File: src/rtl/double_comparator.sv
// double_comparator: IEEE-754 binary64 compare core behind a two-operand stb/ack handshake.
// The core takes operand A, then operand B. It classifies the pair and returns
// {59'b0, inv, unord, gt, eq, lt} on o_z. The result is held until the initiator acks it.
//
// Ports:
//   i_clk, i_rst_n        clock, asynchronous active-low reset
//   i_a, i_a_stb, o_a_ack operand A channel (transfer on i_a_stb & o_a_ack)
//   i_b, i_b_stb, o_b_ack operand B channel (transfer on i_b_stb & o_b_ack)
//   o_z, o_z_stb, i_z_ack result channel (transfer on o_z_stb & i_z_ack)
//
// Build option:
//   FPU_CMP_INVALID_EN  when defined, o_z[4] (inv) flags a signalling NaN operand;
//                       when undefined, o_z[4] is 0 and sNaN behaves as qNaN.
//
// W_DATA must be left at 64; the core handles binary64 only.

module double_comparator #(
    parameter int unsigned W_DATA = 64
) (
    input  logic              i_clk,
    input  logic              i_rst_n,
    input  logic [W_DATA-1:0] i_a,
    input  logic              i_a_stb,
    output logic              o_a_ack,
    input  logic [W_DATA-1:0] i_b,
    input  logic              i_b_stb,
    output logic              o_b_ack,
    output logic [W_DATA-1:0] o_z,
    output logic              o_z_stb,
    input  logic              i_z_ack
);

    localparam int unsigned W_EXP  = 11;
    localparam int unsigned W_FRAC = 52;
    localparam int unsigned W_MAG  = W_EXP + W_FRAC;
    localparam int unsigned W_RES  = 5;

    typedef enum logic [2:0] {
        GET_A   = 3'd0,
        GET_B   = 3'd1,
        UNPACK  = 3'd2,
        COMPARE = 3'd3,
        PUT_Z   = 3'd4
    } state_e;

    state_e              state_q, state_d;
    logic                a_ack_q, a_ack_d;
    logic                b_ack_q, b_ack_d;
    logic                z_stb_q, z_stb_d;
    logic [W_DATA-1:0]   z_q, z_d;
    logic [W_DATA-1:0]   a_q, a_d;
    logic [W_DATA-1:0]   b_q, b_d;

    // Unpacked operand fields and classification flags
    logic                sign_a_q, sign_a_d, sign_b_q, sign_b_d;
    logic [W_MAG-1:0]    mag_a_q, mag_a_d, mag_b_q, mag_b_d;
    logic                nan_a_q, nan_a_d, nan_b_q, nan_b_d;
    logic                zero_a_q, zero_a_d, zero_b_q, zero_b_d;
`ifdef FPU_CMP_INVALID_EN
    logic                snan_a_q, snan_a_d, snan_b_q, snan_b_d;
`endif

    // Compare result {inv, unord, gt, eq, lt}
    logic [W_RES-1:0]    res_q, res_d;

    logic                lt_c, eq_c, gt_c, unord_c, inv_c;

    // Classification of the latched operands (used in UNPACK)
    logic [W_EXP-1:0]    exp_a_c, exp_b_c;
    logic [W_FRAC-1:0]   frac_a_c, frac_b_c;

    assign exp_a_c  = a_q[W_DATA-2 -: W_EXP];
    assign exp_b_c  = b_q[W_DATA-2 -: W_EXP];
    assign frac_a_c = a_q[W_FRAC-1:0];
    assign frac_b_c = b_q[W_FRAC-1:0];

    // Ordered compare of the unpacked pair; first matching rule wins
    always_comb begin
        lt_c    = 1'b0;
        eq_c    = 1'b0;
        gt_c    = 1'b0;
        unord_c = 1'b0;
        if (nan_a_q || nan_b_q) begin
            unord_c = 1'b1;
        end else if (zero_a_q && zero_b_q) begin
            eq_c = 1'b1;
        end else if ({sign_a_q, mag_a_q} == {sign_b_q, mag_b_q}) begin
            eq_c = 1'b1;
        end else if (sign_a_q != sign_b_q) begin
            lt_c = sign_a_q;
            gt_c = sign_b_q;
        end else if (!sign_a_q) begin
            lt_c = (mag_a_q < mag_b_q);
            gt_c = (mag_a_q > mag_b_q);
        end else begin
            // Both negative: larger magnitude is the smaller value
            lt_c = (mag_a_q > mag_b_q);
            gt_c = (mag_a_q < mag_b_q);
        end
    end

`ifdef FPU_CMP_INVALID_EN
    assign inv_c = snan_a_q | snan_b_q;
`else
    assign inv_c = 1'b0;
`endif

    // Next-state and registered-output logic
    always_comb begin
        state_d  = state_q;
        a_ack_d  = a_ack_q;
        b_ack_d  = b_ack_q;
        z_stb_d  = z_stb_q;
        z_d      = z_q;
        a_d      = a_q;
        b_d      = b_q;
        sign_a_d = sign_a_q;
        sign_b_d = sign_b_q;
        mag_a_d  = mag_a_q;
        mag_b_d  = mag_b_q;
        nan_a_d  = nan_a_q;
        nan_b_d  = nan_b_q;
        zero_a_d = zero_a_q;
        zero_b_d = zero_b_q;
`ifdef FPU_CMP_INVALID_EN
        snan_a_d = snan_a_q;
        snan_b_d = snan_b_q;
`endif
        res_d    = res_q;

        case (state_q)
            GET_A: begin
                a_ack_d = 1'b1;
                if (i_a_stb && a_ack_q) begin
                    a_d     = i_a;
                    a_ack_d = 1'b0;
                    state_d = GET_B;
                end
            end
            GET_B: begin
                b_ack_d = 1'b1;
                if (i_b_stb && b_ack_q) begin
                    b_d     = i_b;
                    b_ack_d = 1'b0;
                    state_d = UNPACK;
                end
            end
            UNPACK: begin
                sign_a_d = a_q[W_DATA-1];
                sign_b_d = b_q[W_DATA-1];
                mag_a_d  = a_q[W_MAG-1:0];
                mag_b_d  = b_q[W_MAG-1:0];
                nan_a_d  = (&exp_a_c) && (|frac_a_c);
                nan_b_d  = (&exp_b_c) && (|frac_b_c);
                zero_a_d = (~|exp_a_c) && (~|frac_a_c);
                zero_b_d = (~|exp_b_c) && (~|frac_b_c);
`ifdef FPU_CMP_INVALID_EN
                snan_a_d = (&exp_a_c) && (|frac_a_c) && !frac_a_c[W_FRAC-1];
                snan_b_d = (&exp_b_c) && (|frac_b_c) && !frac_b_c[W_FRAC-1];
`endif
                state_d  = COMPARE;
            end
            COMPARE: begin
                res_d   = {inv_c, unord_c, gt_c, eq_c, lt_c};
                state_d = PUT_Z;
            end
            PUT_Z: begin
                if (!z_stb_q) begin
                    z_stb_d = 1'b1;
                    z_d     = {{(W_DATA-W_RES){1'b0}}, res_q};
                end else if (i_z_ack) begin
                    z_stb_d = 1'b0;
                    state_d = GET_A;
                end
            end
            default: begin
                state_d = GET_A;
            end
        endcase
    end

    // State register
    always_ff @(posedge i_clk or negedge i_rst_n) begin
        if (!i_rst_n) begin
            state_q  <= GET_A;
            a_ack_q  <= 1'b0;
            b_ack_q  <= 1'b0;
            z_stb_q  <= 1'b0;
            z_q      <= '0;
            a_q      <= '0;
            b_q      <= '0;
            sign_a_q <= 1'b0;
            sign_b_q <= 1'b0;
            mag_a_q  <= '0;
            mag_b_q  <= '0;
            nan_a_q  <= 1'b0;
            nan_b_q  <= 1'b0;
            zero_a_q <= 1'b0;
            zero_b_q <= 1'b0;
`ifdef FPU_CMP_INVALID_EN
            snan_a_q <= 1'b0;
            snan_b_q <= 1'b0;
`endif
            res_q    <= '0;
        end else begin
            state_q  <= state_d;
            a_ack_q  <= a_ack_d;
            b_ack_q  <= b_ack_d;
            z_stb_q  <= z_stb_d;
            z_q      <= z_d;
            a_q      <= a_d;
            b_q      <= b_d;
            sign_a_q <= sign_a_d;
            sign_b_q <= sign_b_d;
            mag_a_q  <= mag_a_d;
            mag_b_q  <= mag_b_d;
            nan_a_q  <= nan_a_d;
            nan_b_q  <= nan_b_d;
            zero_a_q <= zero_a_d;
            zero_b_q <= zero_b_d;
`ifdef FPU_CMP_INVALID_EN
            snan_a_q <= snan_a_d;
            snan_b_q <= snan_b_d;
`endif
            res_q    <= res_d;
        end
    end

    assign o_a_ack = a_ack_q;
    assign o_b_ack = b_ack_q;
    assign o_z_stb = z_stb_q;
    assign o_z     = z_q;

endmodule
File: config.mk
export PLATFORM = sky130hd
export DESIGN_NAME = double_comparator
export DESIGN_NICKNAME = d
export VERILOG_FILES = /design/src/rtl/double_comparator.sv
export SDC_FILE = /design/constraint.sdc
export NUM_CORES = 1
export LEC_CHECK = 0
export ABC_CLOCK_PERIOD_IN_PS = 2400
export BUFFER_PORTS_ARGS = -buffer_cell sky130_fd_sc_hd__buf_4
export CORE_MARGIN = 2
export CORE_UTILIZATION = 45
export CTS_CLUSTER_SIZE = 30
export DETAILED_ROUTE_END_ITERATION = 8
export GPL_TIMING_DRIVEN = 0
export PLACE_DENSITY_LB_ADDON = 0.12
export SYNTH_ARGS = -nofsm -noshare
export SYNTH_HDL_FRONTEND = slang
export SYNTH_SLANG_ARGS = --single-unit
File: constraint.sdc
create_clock -name i_clk -period 2.4 [get_ports i_clk]
set_input_delay 0.48 -clock i_clk [delete_from_list [all_inputs] [get_ports i_clk]]
set_output_delay 0.48 -clock i_clk [all_outputs]
set_load 0.05 [all_outputs]
# --- After elaboration in Yosys (flattened, before gate mapping) ---
# Cells that the tools add are included.
totals:
  register_bits: 274
  input_bits: 133
  output_inout_bits: 67
  word_cells: 75
op_classes:
  magnitude_cmp: 2
  n_eq_ne: 10
  muxes: 23
  n_bitwise: 1
  reduce_logical: 23
op_table:
  columns: ["cell", "count"]
  rows:
  - ["OR reduction 52 bit", 2]
  - ["== test 64 bit", 1]
  - ["> comparator 63 bit", 1]
  - ["less-than comparator 63 bit", 1]
  - ["AND reduction 11 bit", 2]
  - ["OR reduction 11 bit", 2]
  - ["2-to-1 mux 1 bit", 18]
  - ["one-hot mux 3 bit (5 select lines)", 1]
  - ["2-to-1 mux 3 bit", 4]
  - ["inequality test 2 bit (second input constant)", 4]
  - ["logical AND 1 bit", 7]
  - ["== test 3 x 2 -> 1 bit (second input constant)", 2]
  - ["AND reduction 2 bit", 3]
  - ["zero test 1 bit", 4]
  - ["AND reduction 4 bit", 1]
  - ["== test 3 x 1 -> 1 bit (second input constant)", 1]
  - ["== test 3 bit (second input constant)", 1]
  - ["zero test 3 bit", 1]
  - ["logical OR 1 bit", 1]
  - ["inequality test 1 bit", 1]
  - ["inverter 1 bit", 1]

# --- Depth between registers and ports, before layout ---
# Gate-level depths: netlist of the first run.
depth:
  depth_word: 6
  depth_mapped: 9
  depth_no_buf: 9

# --- Worst setup path before layout of the first run ---
# Ideal clock, no wire load.
synth_path:
  path_type: "reg2reg"
  from: "register mag_a_q[62]"
  to: "register res_q[0]"
  setup_time_ns: 0.137
  t_arrival_ns: 1.870
  required_time_ns: 2.263
  slack_ns: 0.393
  stages_incl_launch_ff: 9
  path_buffers: 0
  synth_period_minus_slack_ns: 2.007
  path_cell_list: "dfrtp_1 ha_1 nand4_2 nor4_4 nand3_2 o31ai_1 nor4_1 a21oi_1 a311oi_2"
synth_via:
  elab_chain_len: 6
synth_rtl:
  columns: ["element", "line", "source"]
  rows:
  - ["from (decl)", "56", "logic [W_MAG-1:0] mag_a_q, mag_a_d, mag_b_q, mag_b_d;"]
  - ["from (signal assigned)", "215", "mag_a_q <= mag_a_d;"]
  - ["less-than comparator 63 bit / > comparator 63 bit (equally long branches)", "93, 97", null]
  - ["2-to-1 mux 1 bit", "92", "end else if (!sign_a_q) begin"]
  - ["2-to-1 mux 1 bit", "89", "end else if (sign_a_q != sign_b_q) begin"]
  - ["2-to-1 mux 1 bit *", "87", "end else if ({sign_a_q, mag_a_q} == {sign_b_q, mag_b_q}) begin"]
  - ["2-to-1 mux 1 bit *", "85", "end else if (zero_a_q && zero_b_q) begin"]
  - ["2-to-1 mux 1 bit *", "83", "if (nan_a_q || nan_b_q) begin"]
  - ["to (signal assigned)", "225", "res_q <= res_d;"]
  - ["to (decl)", "64", "logic [W_RES-1:0] res_q, res_d;"]
# Mark *: on every way between the ends. The rest lies on a longest branch, timed or not.
# A chain may end at the register's enable or synchronous reset.

# --- Worst setup path in the final report of the first run ---
layout_path:
  from: "register mag_a_q[50]"
  to: "register res_q[0]"
# Same word-level chain as after synthesis.

==> results of run 1 <==
sequential cells by signal, summed over array words and instances, names as in the netlist:
register and cells:
b_q 64, o_a_ack 1, mag_a_q 63, state_q 3, mag_b_q 63, nan_b_q 1
sign_a_q 1, o_z_stb 1, nan_a_q 1, zero_a_q 1, zero_b_q 1, res_q 4
a_q 64, o_b_ack 1, sign_b_q 1, o_z 4
what timing repair did:
| item | CTS | global route |
|---|---|---|
| endpoints found under the setup margin | 4 | 2 |
| hold endpoints to repair | 89 | 0 |
| pin swaps | 1 | 5 |
| hold buffers | 1 | 0 |
| buffers inserted | 1 | 1 |
| resized for setup | 3 | 6 |
worst max-delay path, cell delays in order, from the launching register on:
cell      delay (ns)
dfrtp_1         0.40
ha_1            0.33
nand4_1         0.17
nor4_4          0.45
nand3_4         0.17
a21o_1          0.23
a21o_1          0.21
a311oi_2        0.23
cell families after synthesis:
logic type | share of synthesized area
AOI/OAI and AO/OA | 0.0631
xor gates and xnor gates | 0.000701
adders and majority gates | 0.0631
buffers and inverters | 0.0711
DFF | 0.549
muxes | 0.119
other | 0.000300
and+or+nand+nor | 0.134
cell type report:
type	instances	area (um2)	share of cell area
Buffer	104	644	0.0418
Clock buffer	44	915	0.0593
Clock inverter	12	139	0.00900
Inverter	65	244	0.0158
Multi-Input combinational cell	771	5030	0.326
Sequential cell	274	6860	0.444
Tap cell	372	465	0.0302
Timing Repair Buffer	144	1130	0.0733
cell usage in the layout (no fill, tap or decap), drive strengths merged, types with 10 or more instances in the layout:
master	count
nand2	282
dfrtp	274
buf	218
mux2	132
o21ai	74
clkbuf	73
inv	65
ha	63
conb	60
nor4	36
a21oi	33
nand4	23
nor2	13
a21o	10
metrics by stage:
step / total power, mW / setup TNS, ns / hold WS, ns
6_report: 20.2 / 0 / 0.153
5_1_grt: 21.8 / -0.000796 / 0.141
3_3_place_gp: 15.2 / -415.27 / 0.451
2_1_floorplan: 13.2 / 0 / 0.184
3_5_place_dp: 15.4 / -0.497 / 0.463
4_1_cts: 20.4 / 0 / 0.131
metal layers:
layer | share of wire | vias to the layer above
met4 | 0.031 | 0
li1 | - | 4279
met1 | 0.46 | 4295
met3 | 0.047 | 55
met2 | 0.46 | 207
met5 | 0 | -
power groups by stage:
stage | combinational (mW) | sequential (mW) | clock, mW
CTS | 6.94 | 8.50 | 4.93
detailed placement | 6.87 | 8.56 | 0
floorplan | 5.17 | 8.00 | 0
finish | 6.92 | 8.49 | 4.83
global route | 7.90 | 8.79 | 5.10
global placement | 6.63 | 8.53 | 0
path summary, 6_finish.rpt:
check	end	cells after the start
max	res_q[0]$_DFFE_PN0P_	7
min	a_q[32]$_DFFE_PN0P_	2
max reg2reg	res_q[0]$_DFFE_PN0P_	7
min reg2reg	sign_b_q$_DFFE_PN0P_	2
max in group asynchronous	b_q[3]$_DFFE_PN0P_	4
min in group asynchronous	b_q[37]$_DFFE_PN0P_	2
==> metrics.md, run 1 <==
| Metric | Value |
|---|---|
| Status | finished clean |
| Yosys top cell area share | 0.549 |
| 1st-iter DRT viols | 600 |
| # setup viols final | 0 |
| Lkg Pwr | about 7.5 nW |
| Placed instance area | 14300 um2 |
| First-pass GRT wire length | around 48000 um |
| Post-synthesis sequential area ratio | 0.549 |
| Met3 GRT Util | 0.0324 |
| Layout Cells excl Fill | 1786 |
| Die area | between 20000 and 30000 um2 |
| Slew HR | 0.490 |
| Synth area leaders | dfrtp_1 (55%), mux2_2 (12%), nand2_1 (8.5%), ha_1 (6.3%), buf_4 (3.8%) |
| Avg Vias per Cell | just under 5 |
| Routed length per instance | roughly 17 um |
| Hold Path Origin | i_a[32] |
| Die span in x | about 170 um |
| Crit path DAT | between 2 and 3 ns |
| Area growth from synthesis to layout | 23.5% |
| Worst r2r src | mag_a_q[50]$_DFFE_PN0P_ |
| Grt met2 use | 0.333 |
| CTS tree | done |
| Max Root-Sink Buffers | 3 |
| Crit-path max FO | 3 |
| Worst reg2reg setup slack | 0.11 ns |
| Hold/Removal Path Class | in2reg |
| Seq pwr share | 0.419 |
| Sink Count | ~270 |
| Data required, critical path | ~2.9 ns |
| DR vias | a little under 9000 |
| DIE HEIGHT | 171 um |
| ANT nets after route | 0 |
| CTS H-tree lvls | 1 |
| #FFs+latches synth | ~270 |
| CP Class | reg2reg |
| Synthesized cell area | ~12000 um2 |
| Detailed-route DRC error count | 0 |
| Layout cells sized above 1 | 0.295 |
| Buffers on Ports | about 140 |
| Post-synth ARST share | 1.00 |
| Dpl ws | -0.197 ns |
| Root Buffer | clkbuf_16 |
| Final Cell Area | between 15000 and 20000 um2 |
| Slew Viols, Final | 0 |
| Period utilisation layout | 0.955 |
| Minimum clock period | around 2.3 ns |
| Avg Inst Size Synth | between 10 and 15 um2 |
| GRT overflow | 0 |
| Yosys warning count | 0 |
| Core area | around 27000 um2 |
| Inserted Clock Buffers | 30 |
| Diodes inserted | 0 |
| Clock skew | ~0.011 ns |
| Clock slew at reported path FFs | 0.06 ns |
| Vias in the first global route | 8842 |
| Final Hold Vio Count | 0 |
| Row count | 60 |
| Nets | 1586 |
| Filler instances | around 2400 |
| P per Cell Area | 1310 nW/um2 |
| Post-DP HPWL | between 20000 and 25000 um |
| Post-synthesis cell type count | between 40 and 50 |
| Crit path from | mag_a_q[50]$_DFFE_PN0P_ |
| Drt pass-1 iters | 5 |
| Maximum vdd ir drop | about 600 uV |
| Startpoint type of the worst setup path | register |
| Cell count after synthesis | 1155 |
| Top FF cell, synth | dfrtp_1 |
| P_sw | about 7.3 mW |
| Tightest Pin Transition | ~0.76 ns |
| Ports | 200 |
| Clk network pwr share | 0.239 |
| Starting Density | 0.461 |
| Drt total wl | between 20000 and 30000 um |
| Internal | approximately 13 mW |
| Post-synth EDFFs | 0 |
| Comb power frac | 0.342 |
| Grt peak-use layer | met2 |
| Commonest cells in the netlist | nand2_1 (282), dfrtp_1 (274), mux2_2 (132) |
| Synth area leader | dfrtp_1 |
| Placed Cells | 1727 |
| Largest net degree at the start of global routing | 98 |
| Count leader, synth | nand2_1 |
| Switching part of the total | 0.361 |
| Initial antenna violation count | 0 |
| Worst skew pair latency | 0.56 ns |
| CP Capture Type | register |
| Fmax | about 440 MHz |
| GRT Total Usage | 0.209 |
| Max-cap violation count | 0 |
| Met1 GRT Util | 0.297 |
| Util after Layout | 0.569 |
| Fin worst setup slack | 0.109 ns |
| Routability Congestion | about 0.82 |
Power figures use the tool's default switching activity.
==> run 2, diff against run 1 <==
--- a/config.mk
+++ b/config.mk
@@ -7,6 +7,7 @@
 export LEC_CHECK = 0
 export ABC_CLOCK_PERIOD_IN_PS = 2400
 export BUFFER_PORTS_ARGS = -buffer_cell sky130_fd_sc_hd__buf_4
+export CORE_ASPECT_RATIO = 0.8
 export CORE_MARGIN = 2
 export CORE_UTILIZATION = 45
 export CTS_CLUSTER_SIZE = 30
==> constraint.sdc (replaced) <==
create_clock -name i_clk -period 2.4 [get_ports i_clk]
set_input_delay 0.12 -clock i_clk [delete_from_list [all_inputs] [get_ports i_clk]]
set_output_delay 0.12 -clock i_clk [all_outputs]
set_load 0.05 [all_outputs]
==> run 2 against run 1 <==
  * First-iteration DRC count is 34% lower
  * Maximum frequency is 1.4% lower
  * Worst hold slack worse by 0.055 ns
  * Die area hardly changed
  * Largest cell class unchanged
  * Non-clock buffer count is 130 higher
  * Flip-flop and latch count stayed put
  * Critical path depth is 2 lower
  * Combinational power is 3.3% higher
  * Worst setup slack worse by 0.032 ns
  * Design area is 7.5% higher
==> metrics.md, run 2 (same netlist as run 1, synthesis figures left out) <==
| Metric | Value |
|---|---|
| Row count | 54 (-10%) |
| DR vias | 9248 (+4.7%) |
| CTS tree | done |
| CTS H-tree lvls | 1 (unchanged) |
| Buffers on Ports | 139 (unchanged) |
| DIE HEIGHT | 153 um (-10%) |
| Final Hold Vio Count | 0 (unchanged) |
| Most frequent CP cell | nand4_1 |
| Core area | 27300 um2 (+0.72%) |
| CP peak stage delay | 0.55 ns (+0.10 ns) |
| Area growth from synthesis to layout | 32.8% |
| Clock skew | 0.00813 ns (-0.00316 ns) |
| Inserted Clock Buffers | 28 (-6.7%) |
| CP Class | reg2reg |
| Layout Cells excl Fill | 1900 (+6.4%) |
| Detailed-route DRC error count | 0 (unchanged) |
| Placed Cells | 1719 (-0.46%) |
| First-pass GRT wire length | 51000 um (+7.3%) |
| Avg Vias per Cell | 4.87 (-1.6%) |
| Status | finished clean |
| GRT overflow | 0 (unchanged) |
| Fmax | 431 MHz (-1.4%) |
| P per Cell Area | 1210 nW/um2 (-7.7%) |
| # setup viols final | 0 (unchanged) |
| Register area | 6860 um2 (unchanged) |
| Die area | 29100 um2 (about the same) |
| Maximum vdd ir drop | 617 uV (+1.6%) |
| Biggest regs | a_q x64, b_q x64 |
| Area of the multi-input gates | 5010 um2 (-0.45%) |
| ANT nets after route | 0 (unchanged) |
| Period utilisation layout | 0.968 (+0.0132) |
| Filler instances | 2332 (-2.2%) |
| Startpoint type of the worst setup path | register |
| Largest net degree at the start of global routing | 114 (+16%) |
| Diodes inserted | 0 (unchanged) |
| Clock slew at reported path FFs | 0.06 ns (about the same) |
| Starting Density | 0.458 (-0.00330) |
| Max Root-Sink Buffers | 3 (unchanged) |
| RSZ-0062 raised after global routing | yes |
| Drt total wl | 31500 um (+6.0%) |
| Crit-path max FO | 3 (unchanged) |
| Ports | 200 (unchanged) |
| Drt pass-1 iters | 4 (-1) |
| GRT Total Usage | 0.222 (+0.0127) |
| Max-cap violation count | 0 (unchanged) |
| Slew HR | 0.466 (-0.0243) |
| 1st-iter DRT viols | 399 (-34%) |
| Slew Viols, Final | 0 (unchanged) |
| Initial antenna violation count | 0 (unchanged) |
| Crit path cell chain | nor4_1 -> nand4_1 -> nor4_4 -> nand4_1 -> o21ai_0 |
| Tightest Pin Transition | 0.801 ns (+0.0365 ns) |
| Critical-path top delay cell | nor4_1 |
| Root Buffer | clkbuf_16 |
| Sink Count | 274 (unchanged) |
| Most frequent cells in the layout | nand2_1 (282), dfrtp_1 (274), buf_4 (203) |
| Worst skew pair latency | 0.55 ns (about the same) |
| Nets | 1714 (+8.1%) |
| Vias in the first global route | 9465 (+7.0%) |
| Lkg Pwr | 7.98 nW (+6.5%) |
| Commonest non-fill, non-tap cell in the layout | nand2_1 |
| Layout cells sized above 1 | 0.266 (-0.0293) |
| Routed length per instance | 16.6 um (-0.34%) |
| Routability Congestion | 0.818 (-0.58%) |
| Util after Layout | 0.608 (+0.0384) |
| Minimum clock period | 2.32 ns (+0.0318 ns) |
| Hold/Removal Path Class | in2async |
| Data required, critical path | 2.86 ns (about the same) |
| Setup TNS Final | 0 ns (unchanged) |
| Crit path DAT | 2.78 ns (+0.03 ns) |
| Post-DP HPWL | 22400 um (+1.8%) |
| CP Capture Type | register |
| Die span in x | 190 um (+12%) |
-- run 2: layout make-up --
class                           instances  area share
Clock inverter                          8     0.00634
Tap cell                              364      0.0275
Buffer                                104      0.0388
Timing Repair Buffer                  274       0.147
Multi-Input combinational cell        771       0.302
Inverter                               65      0.0147
Clock buffer                           40      0.0504
Sequential cell                       274       0.413
-- run 2: worst paths after layout --
path                                      from                       to  slack [ns]  depth (start not counted)
max                         a_q[5]$_DFFE_PN0P_     zero_a_q$_DFFE_PN0P_        0.08                          5
min                                    i_rst_n      b_q[19]$_DFFE_PN0P_         0.1                          2
max reg2reg                 a_q[5]$_DFFE_PN0P_     zero_a_q$_DFFE_PN0P_        0.08                          5
min reg2reg                b_q[63]$_DFFE_PN0P_     sign_b_q$_DFFE_PN0P_        0.47                          2
max in group asynchronous              i_rst_n  mag_a_q[55]$_DFFE_PN0P_        1.38                          3
min in group i_clk                     i_a_stb       a_q[5]$_DFFE_PN0P_        0.32                          4
-- run 2: per-layer routing --
| layer | vias up | global-route usage | wire (um) |
|---|---|---|---|
| li1 | 4529 | - | - |
| met1 | 4486 | 0.325 | 14900 |
| met2 | 190 | 0.357 | 14600 |
| met3 | 43 | 0.0282 | 1280 |
| met4 | 0 | 0.0458 | 637 |
| met5 | - | 0 | 0 |
-- run 2: what timing repair did --
| action | CTS | global route |
|---|---|---|
| pin swaps | 0 | 3 |
| buffers inserted | 0 | 1 |
| hold endpoints to repair | 187 | 0 |
| hold buffers | 132 | 0 |
| resized for setup | 4 | 2 |
| endpoints found under the setup margin | 5 | 4 |
| gates cloned | 0 | 0 |
-- run 2: stage by stage --
stage	power [mW]	setup WS (ns)	hold WS, ns	instance area (um2)
final	20.1	0.0774	0.0980	16600
after global routing	21.7	-0.0386	0.119	16600
after CTS	20.2	0.00293	0.0958	16600
after detailed placement	15.5	-0.422	0.0792	14300
after global placement	15.2	-1.19	0.353	14200
after floorplan	13.2	0.393	-0.176	12700
-- run 2: critical path, delay by kind of cell, from the launching register on --
family | cells | cell delay (ns)
simple gates | 4 | 1.64
flops | 1 | 0.40
compound gates | 1 | 0.21
-- run 2: power breakdown --
part | internal [mW] | switching, mW
Clock | 2.62 | 1.82
Combinational | 3.34 | 3.81
Sequential | 6.80 | 1.69
Total | 12.8 | 7.33
